$ cat config.mk
export PLATFORM = sky130hd
export DESIGN_NAME = fetch_stage
export DESIGN_NICKNAME = d
export VERILOG_FILES = /design/src/rtl/fetch_stage.sv
export SDC_FILE = /design/constraint.sdc
export NUM_CORES = 1
export LEC_CHECK = 0
export CORE_UTILIZATION = 43
export DETAILED_ROUTE_END_ITERATION = 10
export PLACE_DENSITY = 0.78
export SLEW_MARGIN = 5
export SYNTH_ARGS = -nofsm -noshare
export SYNTH_HDL_FRONTEND = slang
export SYNTH_SLANG_ARGS = --single-unit
export TNS_END_PERCENT = 100
$ cat constraint.sdc
create_clock -name clk -period 2.2 [get_ports clk]
set_input_delay 0.22 -clock clk [delete_from_list [all_inputs] [get_ports clk]]
set_output_delay 0.22 -clock clk [all_outputs]
set_load 0.1 [all_outputs]
$ cat src/rtl/fetch_stage.sv
// Instruction-fetch stage: PC register, imem addressing, IF/ID boundary register,
// branch redirect, stall/flush handling, out-of-range fetch guard with halt.
module fetch_stage #(
  parameter logic [31:0] RESET_PC      = 32'h0000_0000,
  parameter int          IMEM_WORDS    = 64,
  parameter logic [31:0] NOP_INSTR     = 32'hE1A0_0000,
  parameter bit          HALT_ON_FAULT = 1'b1,
  parameter int          CNT_W         = 32
) (
  input  logic             clk,
  input  logic             reset,
  input  logic             StallF,
  input  logic             StallD,
  input  logic             FlushD,
  input  logic             BranchTakenE,
  input  logic [31:0]      BranchTargetE,
  output logic [31:0]      PCF,
  input  logic [31:0]      InstrF,
  output logic [31:0]      InstrD,
  output logic [31:0]      PCD,
  output logic [31:0]      PCPlus8D,
  output logic             ValidD,
  output logic             FaultD,
  output logic             Halted,
  output logic [CNT_W-1:0] FetchCount
);

  typedef enum logic {RUN, HALT} state_t;

  localparam logic [29:0] IMEM_LIMIT = 30'(IMEM_WORDS);

  state_t      state, stateNext;
  logic        faultF;
  logic        loadD;
  logic        faultLatch;
  logic [31:0] pcNext;
  logic        unusedTargetBits;

  assign faultF           = (PCF[31:2] >= IMEM_LIMIT);
  assign Halted           = (state == HALT);
  assign unusedTargetBits = ^BranchTargetE[1:0];

  // Entering HALT freezes the PC on the faulting address, so the fault edge wins over branches.
  always_comb begin
    stateNext  = state;
    pcNext     = PCF;
    loadD      = 1'b0;
    faultLatch = 1'b0;
    if (state == RUN) begin
      loadD      = !FlushD && !StallD;
      faultLatch = loadD && faultF;
      if (faultLatch && HALT_ON_FAULT) begin
        stateNext = HALT;
      end else if (BranchTakenE) begin
        pcNext = {BranchTargetE[31:2], 2'b00};
      end else if (!StallF) begin
        pcNext = PCF + 32'd4;
      end
    end
  end

  always_ff @(posedge clk or negedge reset) begin
    if (!reset) begin
      state <= RUN;
    end else begin
      state <= stateNext;
    end
  end

  always_ff @(posedge clk or negedge reset) begin
    if (!reset) begin
      PCF      <= RESET_PC;
      InstrD   <= NOP_INSTR;
      PCD      <= 32'd0;
      PCPlus8D <= 32'd8;
      ValidD   <= 1'b0;
      FaultD   <= 1'b0;
    end else begin
      PCF <= pcNext;
      if (state == HALT || FlushD) begin
        InstrD <= NOP_INSTR;
        ValidD <= 1'b0;
        FaultD <= 1'b0;
      end else if (!StallD) begin
        PCD      <= PCF;
        PCPlus8D <= PCF + 32'd8;
        if (faultF) begin
          InstrD <= NOP_INSTR;
          ValidD <= 1'b0;
          FaultD <= 1'b1;
        end else begin
          InstrD <= InstrF;
          ValidD <= 1'b1;
          FaultD <= 1'b0;
        end
      end
    end
  end

  // Counts only real instructions entering D; sticks at all-ones instead of wrapping.
  always_ff @(posedge clk or negedge reset) begin
    if (!reset) begin
      FetchCount <= '0;
    end else if (loadD && !faultF && (FetchCount != '1)) begin
      FetchCount <= FetchCount + CNT_W'(1);
    end
  end

endmodule

==> flow_summary.json <==
{
  "outcome": "finished with violations",
  "failed_checks": "negative setup slack",
  "setup-tns-final_ps": -488.5,
  "wl_per_cell_um": 17.71,
  "num_rows": 47,
  "h-tree-depth": 4,
  "setup_ws_ps": -114.7,
  "irDropWorstVdd_mv": 0.8286,
  "drc": 0,
  "port_buffers": 224,
  "avgSynthCellArea_um2": 9.506,
  "post_cts.repair.setup_buffers": 0,
  "rsz0062_at_grt": "true",
  "wl_mm": 22.72,
  "cellLeakagePower_nw": 4.984,
  "grt_use_total": 0.2601,
  "synthTopCellsByArea": "dfrtp_1 (50%), nand2_1 (7.6%), o21ai_0 (4.1%)",
  "cp.required_ps": 2510,
  "r2r-end": "FetchCount[11]$_DFFE_PN0P_",
  "worstReg2RegStart": "PCF[8]$_DFFE_PN0P_",
  "drive_gt1_frac": 0.3349,
  "dr.pass1.iters": 5,
  "min_path_type": "input pin to async pin",
  "cts_tree": "done",
  "nFillCells": 1368,
  "clockBufferDepth": 2,
  "min_period_over_period": 1.052,
  "rrSetupSlack_ps": -110,
  "synth_top_area_share": 0.4984,
  "dp_hpwl_mm": 16.19,
  "grt_pass1_vias": 6949,
  "grt_max_degree": 94,
  "power_density_mw_per_mm2": 1053,
  "netlist_instances": 787,
  "die_h_um": 133.9,
  "start_kind": "flop",
  "synthesis.area_mm2": 0.007481,
  "cts-root-buf": "clkbuf_16",
  "num_vias": 7062,
  "ios": 233,
  "area_delta_synth_final_pct": 46.68,
  "ys_ff_latch": 156,
  "dieWidth_um": 133.9,
  "coreArea_mm2": 0.01676,
  "final_area_mm2": 0.01097,
  "die-area_mm2": 0.01793,
  "cp.arrival_ps": 2620,
  "viasPerCell": 5.504,
  "gp_congestion": 0.8783,
  "antenna_left": 0,
  "setup_viol_count_final": 13,
  "ys.warnings.count": 0,
  "initial_utilization": 0.4464,
  "critPathKind": "flop to flop",
  "drt_iter0_drc": 526,
  "rr_worst_depth": 5,
  "worst_pin_slew_ps": 833.0,
  "fmax_ghz": 0.4320,
  "yosysTopAreaCell": "dfrtp_1",
  "gr-total-overflow": 0,
  "cap_violations": 0,
  "grt_pass1_wl_mm": 36.28,
  "fin_skew_ps": 9.275,
  "cp-end-kind": "flop",
  "post_synth_num_cell_types": 55,
  "async_reset_ff_frac": 1.000,
  "fin_util": 0.6547,
  "yosys_most_used_dff": "dfrtp_1",
  "antenna_found_initial": 0,
  "fin_crit_ps": 2315,
  "dpl_cell_area_mm2": 0.01019,
  "final_nets": 1124,
  "num_antenna_cells": 0,
  "report.final.slew_viol_count": 0,
  "cts_sinks": 156,
  "cp_max_fo": 4,
  "max_slew_margin": 0.4447,
  "ys_seq_area_frac": 0.5230,
  "hold_violations": 0,
  "clk_latency_ps": 430,
  "cts-buffers-inserted": 17,
  "synth_edf_count": 0,
  "clk_pin_slew_ps": 60
}
==> worst max path at each step <==
stage / from / end / slack (ps) / cells after the start
3_5_place_dp: PCF[24]$_DFFE_PN0P_ / FetchCount[29]$_DFFE_PN0P_ / -150 / 8
4_1_cts: PCF[8]$_DFFE_PN0P_ / FetchCount[25]$_DFFE_PN0P_ / -70 / 5
2_1_floorplan: PCF[8]$_DFFE_PN0P_ / FetchCount[11]$_DFFE_PN0P_ / -460 / 7
6_report: PCF[8]$_DFFE_PN0P_ / FetchCount[11]$_DFFE_PN0P_ / -110 / 5
3_3_place_gp: PCF[8]$_DFFE_PN0P_ / FetchCount[28]$_DFFE_PN0P_ / -110 / 5
5_1_grt: PCF[8]$_DFFE_PN0P_ / FetchCount[11]$_DFFE_PN0P_ / -140 / 5
==> worst max-delay path, cell delays in order, from the launching register on <==
cell     delay [ps]
dfrtp_4         470
or4_4           540
or2_4           260
or3_4           370
or3b_4          420
xnor2_2         140
==> synth_stat cells, types with 2 or more instances <==
cell type / n
nor3_1: 18
o31ai_1: 3
nand3_1: 35
and4_1: 4
and2_1: 6
o21ai_0: 62
nand2_1: 152
nor4_1: 20
nand4_1: 30
buf_2: 5
a21oi_1: 39
a41o_1: 6
and3_1: 11
o41ai_1: 2
a22o_1: 28
xnor2_1: 35
a2bb2oi_1: 2
buf_1: 3
nor2b_1: 2
or2_2: 3
buf_6: 2
o22a_1: 6
ha_1: 4
dfrtp_1: 149
clkbuf_1: 45
inv_1: 9
buf_4: 7
a32oi_1: 2
a21o_1: 5
a22oi_1: 3
or3_1: 6
dfstp_2: 7
o21bai_1: 2
a31o_2: 2
nor2_1: 21
xor2_1: 23
o22ai_1: 9
mux2i_1: 2
==> stage by stage <==
stage	worst slack [ps]	hold WS (ps)	instances	power, mW
2_1_floorplan	-460.4	-75.59	792	7.006
3_3_place_gp	-114.0	213.9	1250	8.216
3_5_place_dp	-145.4	216.9	1250	8.256
4_1_cts	-67.48	345.0	1283	11.58
5_1_grt	-144.4	364.2	1283	11.94
6_report	-114.7	322.9	1283	11.55
==> cell usage in the layout, fill, tap and decap left out, drive strengths merged, types with 18 or more instances in the layout <==
cell type      Yosys  final
xor2              23     23
buf               17    234
a21oi             39     39
nand2            152    152
nor3              18     18
nand3             35     35
nor2              21     21
clkbuf            45     19
xnor2             35     35
nand4             30     30
o21ai             62     62
dfrtp            149    149
a22o              28     28
clkdlybuf4s50      0     66
nor4              21     21
==> metal layers <==
| layer | global-route usage | vias to the layer above | wire (µm) | share of wire |
|---|---|---|---|---|
| met5 | 0 | - | 0 | 0 |
| met4 | 0.09848 | 0 | 547 | 0.024 |
| met1 | 0.3498 | 3392 | 9740 | 0.43 |
| met2 | 0.4090 | 318 | 10660 | 0.47 |
| met3 | 0.05971 | 54 | 1769 | 0.078 |
| li1 | - | 3298 | - | - |
==> kinds of logic (layout without fill, tap and decap cells) <==
group           count (synthesis)  after routing  synth area share
other cells                     1              6         0.0005013
compound gates                175            175            0.1497
fa+ha+maj                       4              4          0.006690
xor+xnor                       58             58           0.06790
mux                             3              3          0.004181
flops                         156            156            0.5230
buf+inv                        72            343           0.04248
simple gates                  318            318            0.2056
==> timing repair <==
item	CTS	global route
setup endpoints to repair	47	61
pin swaps	5	4
hold endpoints to repair	45	0
resized for setup	11	12
hold buffers	1	0
cloned	0	0
==> registers in the layout, summed over array words and instances, names as in the netlist <==
signal and flops:
Halted 1, FetchCount 32, PCD 30, PCF 30, InstrD 32, PCPlus8D 29
ValidD 1, FaultD 1
==> cell type report <==
class	instances	area (µm²)	area share
Multi-Input combinational cell	564	3518	0.3206
Clock inverter	13	212.7	0.01938
Inverter	10	37.54	0.003421
Clock buffer	19	452.9	0.04128
Timing Repair Buffer	301	2486	0.2266
Tap cell	220	275.3	0.02509
Sequential cell	156	3990	0.3636
==> power by group <==
part           internal (mW)  switching, mW  leakage [nW]  total [mW]
registers               3.27          0.254          1.97        3.52
logic                   1.02           3.69          2.69        4.71
clock network           2.08           1.23         0.316        3.31
total                   6.38           5.17          4.98        11.6
(Power assumes the default switching activity.)
